## src/rtl/dice_bank_if.sv

```systemverilog
// Bundle between the debounced push-button side and the display/score side of dice_bank.
// The bank drives the dice, the total and the status flags; the button side only drives the roll request.
interface dice_bank_if #(
  parameter int FACES    = 6,
  parameter int NUM_DICE = 2
);
  localparam int W  = $clog2(FACES + 1);
  localparam int SW = $clog2(NUM_DICE * FACES + 1);

  logic                  button;
  logic [NUM_DICE*W-1:0] throw;
  logic [SW-1:0]         total;
  logic                  rolling;
  logic                  valid;

  modport master (output button, input throw, total, rolling, valid);
  modport slave  (input button, output throw, total, rolling, valid);
endinterface

```

## src/rtl/dice_bank.sv

```systemverilog
// Multi-die electronic dice: the dice spin as an odometer while the button is held,
// then freeze, settle for SETTLE_CYCLES clocks and present a registered, valid result.
module dice_bank #(
  parameter int FACES         = 6,
  parameter int NUM_DICE      = 2,
  parameter int SETTLE_CYCLES = 4
) (
  input  logic        clk,
  input  logic        rst,
  dice_bank_if.slave  bus
);
  localparam int W  = $clog2(FACES + 1);
  localparam int SW = $clog2(NUM_DICE * FACES + 1);
  localparam int CW = $clog2(SETTLE_CYCLES + 1);

  typedef enum logic [1:0] {IDLE, ROLL, SETTLE, DONE} state_t;

  state_t         state_q, state_d;
  logic [W-1:0]   dice_q [NUM_DICE];
  logic [W-1:0]   dice_d [NUM_DICE];
  logic [SW-1:0]  total_q, total_d;
  logic [CW-1:0]  cnt_q, cnt_d;
  logic           rolling_q, rolling_d;
  logic           valid_q, valid_d;
  logic           advance;
  logic           carry;

  always_comb begin
    state_d = state_q;
    cnt_d   = cnt_q;
    advance = 1'b0;
    case (state_q)
      IDLE: begin
        if (bus.button) state_d = ROLL;
      end
      ROLL: begin
        if (bus.button) begin
          advance = 1'b1;
        end else begin
          state_d = SETTLE;
          cnt_d   = '0;
        end
      end
      SETTLE: begin
        if (bus.button) begin
          state_d = ROLL;
          cnt_d   = '0;
        end else begin
          cnt_d = cnt_q + CW'(1);
          if (cnt_q == CW'(SETTLE_CYCLES - 1)) state_d = DONE;
        end
      end
      DONE: begin
        if (bus.button) state_d = ROLL;
      end
      default: state_d = IDLE;
    endcase

    // Odometer step: die 0 always advances, a wrap from FACES back to 1 carries upward.
    carry = advance;
    for (int i = 0; i < NUM_DICE; i++) begin
      dice_d[i] = dice_q[i];
      if (carry) begin
        if (dice_q[i] == W'(FACES)) begin
          dice_d[i] = W'(1);
        end else begin
          dice_d[i] = dice_q[i] + W'(1);
          carry     = 1'b0;
        end
      end
    end

    total_d = '0;
    for (int i = 0; i < NUM_DICE; i++) begin
      total_d = total_d + SW'(dice_d[i]);
    end

    rolling_d = (state_d == ROLL);
    valid_d   = (state_d == DONE);
  end

  always_ff @(posedge clk) begin
    if (rst) begin
      state_q   <= IDLE;
      for (int i = 0; i < NUM_DICE; i++) dice_q[i] <= W'(1);
      total_q   <= SW'(NUM_DICE);
      cnt_q     <= '0;
      rolling_q <= 1'b0;
      valid_q   <= 1'b0;
    end else begin
      state_q   <= state_d;
      for (int i = 0; i < NUM_DICE; i++) dice_q[i] <= dice_d[i];
      total_q   <= total_d;
      cnt_q     <= cnt_d;
      rolling_q <= rolling_d;
      valid_q   <= valid_d;
    end
  end

  for (genvar g = 0; g < NUM_DICE; g++) begin : g_pack
    assign bus.throw[g*W +: W] = dice_q[g];
  end

  assign bus.total   = total_q;
  assign bus.rolling = rolling_q;
  assign bus.valid   = valid_q;
endmodule

```

## src/flat_wrapper.sv

```systemverilog
// flat-port wrapper written by rule: the top's interface ports become plain ports
module dice_bank_flat 
#(
  parameter int FACES         = 6,
  parameter int NUM_DICE      = 2,
  parameter int SETTLE_CYCLES = 4
)
  (clk, rst, bus_button, bus_throw, bus_total, bus_rolling, bus_valid);
  dice_bank_if #(.FACES(FACES), .NUM_DICE(NUM_DICE)) bus_i ();
  input  logic clk;
  input  logic rst;
  input wire logic [$bits(bus_i.button)-1:0] bus_button;
  output wire logic [$bits(bus_i.throw)-1:0] bus_throw;
  output wire logic [$bits(bus_i.total)-1:0] bus_total;
  output wire logic [$bits(bus_i.rolling)-1:0] bus_rolling;
  output wire logic [$bits(bus_i.valid)-1:0] bus_valid;
  assign bus_i.button = bus_button;
  assign bus_throw = bus_i.throw;
  assign bus_total = bus_i.total;
  assign bus_rolling = bus_i.rolling;
  assign bus_valid = bus_i.valid;
  dice_bank #(.FACES(FACES), .NUM_DICE(NUM_DICE), .SETTLE_CYCLES(SETTLE_CYCLES)) u_core (.clk(clk), .rst(rst), .bus(bus_i));
endmodule
```

## config.mk

```make
export PLATFORM = sky130hd
export DESIGN_NAME = dice_bank_flat
export DESIGN_NICKNAME = d
export VERILOG_FILES = /design/src/rtl/dice_bank_if.sv /design/src/rtl/dice_bank.sv /design/src/flat_wrapper.sv
export SDC_FILE = /design/constraint.sdc
export NUM_CORES = 1
export LEC_CHECK = 0
export CAP_MARGIN = 0
export CORE_UTILIZATION = 45
export CTS_CLUSTER_DIAMETER = 150
export DETAILED_ROUTE_END_ITERATION = 10
export DONT_BUFFER_PORTS = 1
export HOLD_SLACK_MARGIN = 0.06
export SYNTH_ARGS = -nofsm -noshare
export SYNTH_HDL_FRONTEND = slang
export SYNTH_SLANG_ARGS = --single-unit
```

## constraint.sdc

```tcl
create_clock -name clk -period 2.3 [get_ports clk]
set_input_delay 0.46 -clock clk [delete_from_list [all_inputs] [get_ports clk]]
set_output_delay 0.46 -clock clk [all_outputs]
set_load 0.01 [all_outputs]
```

==> metrics.cfg, run 1 <==
[synth]
synth_edf_count = 0
yosysMostFrequentCell = dfxtp_1
async_flop_share_pct = 0
synth-xor-area-share_pct = 2.06
syn_area_um2 = 848
yosysSeqAreaShare_pct = 40.1
avgSynthCellArea_um2 = 9.22
synth_mux_area_share_pct = 0
ys_ff_latch = 17
synth-simple-area-share_pct = 21.2
yosys-top-cells-area = dfxtp_1 (40%), ha_1 (12%), a21oi_1 (4.7%), o21ai_0 (3.5%), nand2_1 (3.1%)
synth_top_family_by_area = simple AND/OR/NAND/NOR gates
ys_warn_count = 0
synth_commonest_cells = dfxtp_1 (17), a21oi_1 (8), ha_1 (8)
synth_nets = 104
syn_inst = 92
yosys.area.top_type = dfxtp_1
yosys.area_share.adder_pct = 14.2
ys.flop_type = dfxtp_1
yosysTopAreaCellShare_pct = 40.1
synth_cell_type_count = 32
synth_compound_area_share_pct = 18.9

[cts]
h-tree-depth = 1
cts-buffers-inserted = 3
clock-root-buffer = clkbuf_4
path_clk_slew_ns = 0.10
clk_latency_ns = 0.29
cts_setup_buffers = 0
clk_path_buf_depth = 2
post_cts_resized = 0
cts_tree = done
ctsHoldBuffers = 0
numClockSinks = 17

[detailed_routing]
postRouteAntennaNets = 0
viasPerCell = 5.25
wl_um = 1530
firstDrtPassIters = 4
vias = 630
drt_iter0_drc = 8
route.detailed.drc = 0
routedWlPerCell_um = 12.8

[worst_setup_path]
worstPathRequired_ns = 2.48
critPathTopFamily = adder cells
crit_fanout = 5
critPathLaunchType = flop
rr_worst_depth = 7
cp_slowest_stage_delay_ns = 0.44
r2r-end = u_core.bus.total[1]
critPathCaptureType = flop
worst_path_max_delay_cell = fa_1
r2r_setup_slack_ns = 0.13
critPathArrivalTime_ns = 2.36
rr_startpoint = u_core.state_q[1]
crit_buf_inv = 1
criticalPathCategory = flop to flop
path_cells = inv_1, ha_4, and3_1, a41oi_1, a31oi_1, fa_1, or2_2

[layout]
multi_input_area_um2 = 495
antenna_cells = 0
syn2layout_area_growth_pct = 7.67
regArea_um2 = 342
nNetsFinal = 108
layout-drive-gt1-share_pct = 14.7
fillCellCount = 169
fin_util_pct = 52.3
instances_no_fill = 120

[global_routing]
grt_max_degree = 15
antenna_found_initial = 0
grt_use_total_pct = 17.9
grt_overflow_total = 0
grt_pass1_wl_um = 2610
grt_pass1_vias = 577

[timing]
finalCriticalPeriod_ns = 2.17
slew_viol_final = 0
fmax_mhz = 460
totalNegativeSetupSlack_ns = 0
rsz0062_at_grt = false
clock_skew_ns = 0.00248
setup_viol = 0
max_slew_margin_pct = 75.8
min_period_over_period_pct = 94.4
tightest_slew_ns = 0.362
hold_viol = 0

[flow_run]
max_cap_viol_count = 0

[floorplan]
die_area_um2 = 2060
die_h_um = 45.4
placementRows = 15
start_util_pct = 48.6
die_w_um = 45.4
io_pins = 15
core_um2 = 1750

[hold_path]
hold_path_class = input port to flop
worst_hold_path.endpoint = u_core.bus.total[0]
worstHoldStart = rst
min_path_cells = 1

[placement]
io_buffers = 0
hpwlAfterDp_um = 1090
gp_congestion = 0.758
dp_cells = 116

[pwr]
power.total_uw = 531
power_density_nw_per_um2 = 582
p_leak_nw = 0.376
vdd_ir_drop_max_v = 0.000285

[run_status]
status = finished clean

==> sequential cells by signal, summed over array words and instances (netlist names) <==
signal / flops
u_core.bus.rolling: 1
u_core.bus.total: 4
u_core.bus.valid: 1
u_core.cnt_q: 3
u_core.dice_q: 6
u_core.state_q: 2
==> worst max-delay path by stage <==
stage | cells after the start | end | start
2_1_floorplan | 7 | u_core.bus.total[1] | u_core.state_q[0]
3_3_place_gp | 7 | u_core.bus.total[1] | u_core.state_q[0]
6_report | 7 | u_core.bus.total[1] | u_core.state_q[1]
4_1_cts | 7 | u_core.bus.total[1] | u_core.state_q[0]
5_1_grt | 8 | u_core.bus.total[1] | u_core.state_q[1]
3_5_place_dp | 7 | u_core.bus.total[1] | u_core.state_q[0]
==> area by class of cell <==
cell class | instances | area share, %
sequential | 17 | 37.4
tap | 25 | 3.42
multi-input combinational | 69 | 54.2
inverter | 5 | 2.05
clock buffer | 4 | 2.88
==> where the power goes <==
group          total [mW]  leakage [nW]  switching, mW  internal, mW
sequential          0.317         0.138         0.0121         0.305
clock               0.159        0.0150         0.0919        0.0673
combinational      0.0548         0.223         0.0274        0.0274
==> cell usage in the layout, fill, tap and decap left out, drive strengths merged, types with 2 or more instances in the layout <==
master | Yosys | routed
o21ai | 6 | 6
nand2 | 7 | 7
inv | 5 | 5
nand3 | 2 | 2
nand2b | 4 | 4
or2 | 2 | 2
ha | 8 | 8
or3 | 3 | 3
nor2 | 7 | 7
dfxtp | 17 | 17
xnor2 | 2 | 2
a21oi | 8 | 8
clkbuf | 0 | 4
a21o | 3 | 3
==> through the flow <==
step | hold WS (ns) | cell area (um^2) | worst slack, ns
after floorplan | 0.447 | 848 | 0.188
after global placement | 0.460 | 868 | 0.125
after detailed placement | 0.473 | 868 | 0.0697
after CTS | 0.216 | 895 | 0.0553
after global routing | 0.204 | 913 | 0.0179
final | 0.227 | 913 | 0.128
==> layer usage <==
metal | global-route usage [%] | wire (um) | vias to the layer above
met1 | 25.7 | 749 | 288
met4 | 9.09 | 12 | 0
met3 | 4.76 | 66 | 2
met2 | 24.3 | 703 | 13
li1 | - | - | 327
met5 | 0 | 0 | -
==> cells by family after synthesis <==
family	after synthesis
and+or+nand+nor	33
AOI/OAI and AO/OA	25
DFF	17
adders and majority gates	9
buffers and inverters	6
xor gates and xnor gates	2
Note: power is estimated with default switching activity, not from simulation.
==> run 2: changes to the inputs <==
Settings changed: CORE_UTILIZATION 45 to 59, HOLD_SLACK_MARGIN 0.06 to 0.08, PLACE_DENSITY from default to 0.75.
==> run 2 against run 1 <==
Effect of this change: clock skew down 0.0016 ns; largest cell class unchanged; cell area down 1.8%; count of clock-buffer cells in the layout unchanged; highest routed layer unchanged; total power up 0.32%; sequential cell count unchanged; wire length up 2.3%; non-clock buffer count unchanged; sequential share of layout area up 0.68 points; critical path depth up 1; clock power about the same.
==> metrics.cfg, run 2 (synthesis results as in run 1) <==
[worst_setup_path]
critPathArrivalTime_ns = 2.41  ; +0.05 ns
critPathLaunchType = flop
rr_startpoint = u_core.state_q[1]
crit_fanout = 5  ; unchanged
critPathTopFamily = simple AND/OR/NAND/NOR gates
crit_buf_inv = 1  ; unchanged
path_cells = inv_1, ha_2, nand3_2, or3_1, nand2_1, ha_1, fa_1, or2_2
rr_worst_depth = 8  ; +1
r2r_setup_slack_ns = 0.08  ; -0.05 ns
worst_path_max_delay_cell = fa_1
cp_slowest_stage_delay_ns = 0.41  ; -0.03 ns
critPathCaptureType = flop
r2r-end = u_core.bus.total[1]
worstPathRequired_ns = 2.49  ; about the same
criticalPathCategory = flop to flop

[layout]
layout-drive-gt1-share_pct = 15.8  ; +1.1 points
fin_util_pct = 68.1  ; +16 points
antenna_cells = 0  ; unchanged
syn2layout_area_growth_pct = 5.75
largest_reg_flops = 6  ; unchanged
final_cell_mix = dfxtp_1 (16), a21oi_1 (8), nor2_1 (7), nand2_1 (7), ha_1 (7)
nNetsFinal = 108  ; unchanged
instances_no_fill = 110  ; -8.3%
top_register = u_core.dice_q
layout_commonest_cell = dfxtp_1

[timing]
hold_slack_ns = 0.217  ; -0.0107 ns
tightest_slew_ns = 0.319  ; -0.0425 ns
clock_skew_ns = 0.000856  ; -0.00162 ns
setup_viol = 0  ; unchanged
max_slew_margin_pct = 78.4  ; +2.7 points
fin_ws_ns = 0.0821  ; -0.0461 ns
finalCriticalPeriod_ns = 2.22  ; +0.0461 ns
slew_viol_final = 0  ; unchanged
hold_viol = 0  ; unchanged
fmax_mhz = 451  ; -2.1%
min_period_over_period_pct = 96.4  ; +2.0 points

[cts]
clk_path_buf_depth = 2  ; unchanged
cts_tree = done
clk_latency_ns = 0.30  ; about the same
cts_setup_buffers = 0  ; unchanged
post_cts_resized = 0  ; unchanged
clock-root-buffer = clkbuf_4
path_clk_slew_ns = 0.09  ; about the same
ctsHoldBuffers = 0  ; unchanged
cts-buffers-inserted = 3  ; unchanged
h-tree-depth = 1  ; unchanged
numClockSinks = 17  ; unchanged

[global_routing]
grt_pass1_wl_um = 2330  ; -11%
grt_overflow_total = 0  ; unchanged
antenna_found_initial = 0  ; unchanged
grt_max_degree = 15  ; unchanged
grt_pass1_vias = 583  ; +1.0%
grt_use_total_pct = 23.0  ; +5.0 points

[placement]
hpwlAfterDp_um = 1080  ; -0.66%
place_ws_ns = 0.0641  ; -0.00561 ns
gp_congestion = 0.793  ; +4.7%
dp_cells = 106  ; -8.6%
io_buffers = 0  ; unchanged

[floorplan]
io_pins = 15  ; unchanged
placementRows = 13  ; -2
core_um2 = 1320  ; -25%
die_h_um = 39.9  ; -12%
die_w_um = 39.9  ; -12%
die_area_um2 = 1590  ; -23%
start_util_pct = 64.4  ; +16 points

[pwr]
intPower_uw = 399  ; -0.14%
vdd_ir_drop_max_v = 0.000347  ; +22%
swShare_pct = 25.1  ; +0.34 points
clockPowerShare_pct = 30.4  ; +0.4 points
pwr-share-comb_pct = 10.2  ; about the same
power.switching_uw = 134  ; +1.7%
p_leak_nw = 0.374  ; -0.42%
seq_power_share_pct = 59.4  ; -0.3 points
power_density_nw_per_um2 = 594  ; +2.1%

[run_status]
status = finished clean

[hold_path]
worst_hold_path.endpoint = u_core.dice_q[0][5]
worstHoldStart = rst
hold_path_class = input port to flop
min_path_cells = 1  ; unchanged

[flow_run]
max_cap_viol_count = 0  ; unchanged

[detailed_routing]
firstDrtPassIters = 4  ; unchanged
routedWlPerCell_um = 14.2  ; +12%
route.detailed.drc = 0  ; unchanged
drt_iter0_drc = 10  ; +2
viasPerCell = 6.04  ; +15%
vias = 664  ; +5.4%
postRouteAntennaNets = 0  ; unchanged
wl_um = 1570  ; +2.3%

[run 2: cell counts in the layout (fill, tap and decap cells not counted)]
Identical to the previous run, type by type.
[run 2: power by group through the flow]
stage / registers, mW / clock network (mW) / logic (mW)
3_5_place_dp: 0.322 / 0 / 0.0530
6_report: 0.316 / 0.162 / 0.0544
4_1_cts: 0.316 / 0.165 / 0.0533
5_1_grt: 0.319 / 0.177 / 0.0617
2_1_floorplan: 0.321 / 0 / 0.0472
3_3_place_gp: 0.322 / 0 / 0.0509
[run 2: worst max-delay path by stage]
| stage | slack (ns) | startpoint | depth (start not counted) | endpoint |
|---|---|---|---|---|
| floorplan | 0.19 | u_core.state_q[0] | 7 | u_core.bus.total[1] |
| global route | -0.02 | u_core.state_q[1] | 8 | u_core.bus.total[2] |
| global placement | 0.13 | u_core.state_q[0] | 7 | u_core.bus.total[1] |
| detailed placement | 0.06 | u_core.state_q[0] | 7 | u_core.bus.total[1] |
| finish | 0.08 | u_core.state_q[1] | 8 | u_core.bus.total[1] |
| CTS | 0.04 | u_core.state_q[0] | 7 | u_core.bus.total[1] |
[run 2: stage by stage]
| step | power, mW | cell area (um^2) | TNS [ns] |
|---|---|---|---|
| after floorplan | 0.368 | 848 | 0 |
| after global placement | 0.373 | 856 | 0 |
| after detailed placement | 0.375 | 856 | 0 |
| after CTS | 0.534 | 882 | 0 |
| after global routing | 0.558 | 897 | -0.0233 |
| final | 0.533 | 897 | 0 |
[run 2: metal layers]
layer	track usage (%)	part of all wire, %	vias to the layer above	wire, um
li1	-	-	331	-
met1	29.0	47	304	732
met2	32.7	46	21	721
met3	9.66	4.7	8	74
met4	12.1	2.3	0	36
met5	0	0	-	0
[run 2: area by class of cell]
class,count,area [um^2]
Fill cell,92,420
Sequential cell,17,342
Multi-Input combinational cell,69,492
Tap cell,15,18.8
Inverter,5,18.8
Clock buffer,4,26.3
==> run 3: changes to the inputs <==
Settings changed: CELL_PAD_IN_SITES_DETAIL_PLACEMENT from default to 0, CELL_PAD_IN_SITES_GLOBAL_PLACEMENT from default to 2, CORE_UTILIZATION 59 to 36, PLACE_DENSITY 0.75 to default, PLACE_DENSITY_LB_ADDON from default to 0.1.
==> run 3 against run 2 <==
Effect of this change: first-iteration DRC count grew 40%; combinational power is 6.6% higher; via count is 3.9% lower; non-clock buffer count rose by 2; global-route usage is 8.7 points lower; cell count up 14%; core utilization decreased by 26 points.
==> metrics.cfg, run 3 (synthesis results as in run 1) <==
[run_status]
status = finished clean

[worst_setup_path]
rr_startpoint = u_core.state_q[1]
critPathLaunchType = flop
path_cells = inv_1, ha_4, and3_1, a41oi_1, a31oi_1, fa_1, or2_2
cp_slowest_stage_delay_ns = 0.45  ; +0.04 ns
worst_path_max_delay_cell = fa_1
startpoint = u_core.state_q[1]
rr_worst_depth = 7  ; -1
criticalPathCategory = flop to flop
critPathArrivalTime_ns = 2.35  ; -0.06 ns
cp-endpoint = u_core.bus.total[1]
r2r_setup_slack_ns = 0.13  ; +0.05 ns
critPathCaptureType = flop
worstPathRequired_ns = 2.48  ; about the same
crit_fanout = 5  ; unchanged
r2r-end = u_core.bus.total[1]

[cts]
numClockSinks = 17  ; unchanged
clk_path_buf_depth = 2  ; unchanged
path_clk_slew_ns = 0.10  ; about the same
clk_latency_ns = 0.28  ; -0.02 ns
cts_tree = done
clock-root-buffer = clkbuf_4
cts-buffers-inserted = 3  ; unchanged
cts_setup_buffers = 0  ; unchanged
h-tree-depth = 1  ; unchanged

[detailed_routing]
viasPerCell = 5.10  ; -15%
drt_iter0_drc = 14  ; +4
vias = 638  ; -3.9%
routedWlPerCell_um = 12.5  ; -12%
firstDrtPassIters = 4  ; unchanged
wl_um = 1560  ; -0.13%
route.detailed.drc = 0  ; unchanged
postRouteAntennaNets = 0  ; unchanged

[layout]
syn2layout_area_growth_pct = 9.14
final_cell_mix = dfxtp_1 (17), a21oi_1 (8), nor2_1 (7), nand2_1 (7), ha_1 (7)
largest_reg_flops = 6  ; unchanged
fillCellCount = 225  ; +140%
layout_commonest_cell = dfxtp_1
fin_util_pct = 41.9  ; -26 points
antenna_cells = 0  ; unchanged
multi_input_area_um2 = 490  ; -0.25%
nNetsFinal = 110  ; +1.9%
instances_no_fill = 125  ; +14%
layout-drive-gt1-share_pct = 14.4  ; -1.4 points
regArea_um2 = 340  ; -0.37%
top_register = u_core.dice_q

[hold_path]
hold_path_class = input port to flop
worstHoldStart = rst

[timing]
max_slew_margin_pct = 74.2  ; -4.2 points
tightest_slew_ns = 0.385  ; +0.0655 ns
clock_skew_ns = 0.00343  ; +0.00257 ns
setup_viol = 0  ; unchanged
hold_viol = 0  ; unchanged
min_period_over_period_pct = 94.3  ; -2.1 points
fmax_mhz = 461  ; +2.3%
finalCriticalPeriod_ns = 2.17  ; -0.0493 ns
slew_viol_final = 0  ; unchanged

[placement]
io_buffers = 0  ; unchanged
hpwlAfterDp_um = 1160  ; +7.0%
gp_congestion = 0.713  ; -10%
dp_cells = 121  ; +14%

[global_routing]
grt_use_total_pct = 14.3  ; -8.7 points
grt_pass1_wl_um = 2590  ; +11%
grt_overflow_total = 0  ; unchanged
antenna_found_initial = 0  ; unchanged
grt_pass1_vias = 586  ; +0.51%
grt_max_degree = 15  ; unchanged

[floorplan]
start_util_pct = 38.3  ; -26 points
die_area_um2 = 2550  ; +60%
placementRows = 17  ; +4
core_um2 = 2210  ; +68%
die_w_um = 50.5  ; +27%
die_h_um = 50.5  ; +27%
io_pins = 15  ; unchanged

[pwr]
power_density_nw_per_um2 = 573  ; -3.6%
clockPowerShare_pct = 29.6  ; -0.8 points
p_leak_nw = 0.385  ; +2.8%
intPower_uw = 401  ; +0.49%
pwr-share-comb_pct = 10.9  ; +0.7 points
power.switching_uw = 129  ; -3.6%
swShare_pct = 24.3  ; -0.77 points
vdd_ir_drop_max_v = 0.000321  ; -7.7%
seq_power_share_pct = 59.5  ; about the same

[flow_run]
max_cap_viol_count = 0  ; unchanged

[run 3: repair_timing]
| action | CTS | global route |
|---|---|---|
| endpoints found under the setup margin | 0 | 2 |
| hold buffers | 0 | 0 |
| gates resized for setup | 0 | 2 |
[run 3: power by group through the flow]
stage | clock network, mW | registers [mW] | logic, mW
2_1_floorplan | 0 | 0.321 | 0.0472
3_3_place_gp | 0 | 0.322 | 0.0561
3_5_place_dp | 0 | 0.322 | 0.0557
4_1_cts | 0.165 | 0.315 | 0.0563
5_1_grt | 0.178 | 0.317 | 0.0670
6_report | 0.157 | 0.315 | 0.0580
[run 3: worst min-delay path by stage]
stage	endpoint	cells after the start	slack, ns
global route	u_core.cnt_q[0]	1	0.20
global placement	u_core.cnt_q[1]	2	0.46
detailed placement	u_core.cnt_q[2]	2	0.47
finish	u_core.cnt_q[0]	1	0.23
floorplan	u_core.cnt_q[2]	2	0.45
CTS	u_core.dice_q[0][2]	1	0.21
[run 3: layer usage]
| metal | track usage (%) | part of all wire [%] | vias to the layer above | wire [um] |
|---|---|---|---|---|
| met2 | 23.6 | 50 | 11 | 777 |
| li1 | - | - | 329 | - |
| met4 | 8.33 | 1.1 | 0 | 17 |
| met1 | 16.4 | 45 | 296 | 710 |
| met5 | 0 | 0 | - | 0 |
| met3 | 3.94 | 3.7 | 2 | 58 |
[run 3: metrics by stage]
stage	hold slack, ns	power, mW	setup slack [ns]	setup TNS, ns	area (um^2)
final	0.230	0.530	0.131	0	926
after global routing	0.204	0.562	-0.00511	-0.00511	926
after CTS	0.213	0.536	0.0850	0	913
after detailed placement	0.465	0.378	0.101	0	887
after global placement	0.460	0.378	0.134	0	887
after floorplan	0.447	0.368	0.188	0	848
[run 3: worst max-delay path, delay by kind of cell (launching register included)]
kind                     cells  cell delay, ns
buffers and inverters        1            0.12
adder cells (fa/ha/maj)      2            0.61
flip-flops                   1            0.34
AND/OR/NAND/NOR              2            0.48
AO/OA/AOI/OAI                2            0.51
[run 3: layout make-up]
type | instances | area share [%]
Inverter | 5 | 2.03
Clock buffer | 4 | 2.84
Timing Repair Buffer | 2 | 1.62
Multi-Input combinational cell | 69 | 53.0
Sequential cell | 17 | 36.8
Tap cell | 28 | 3.78
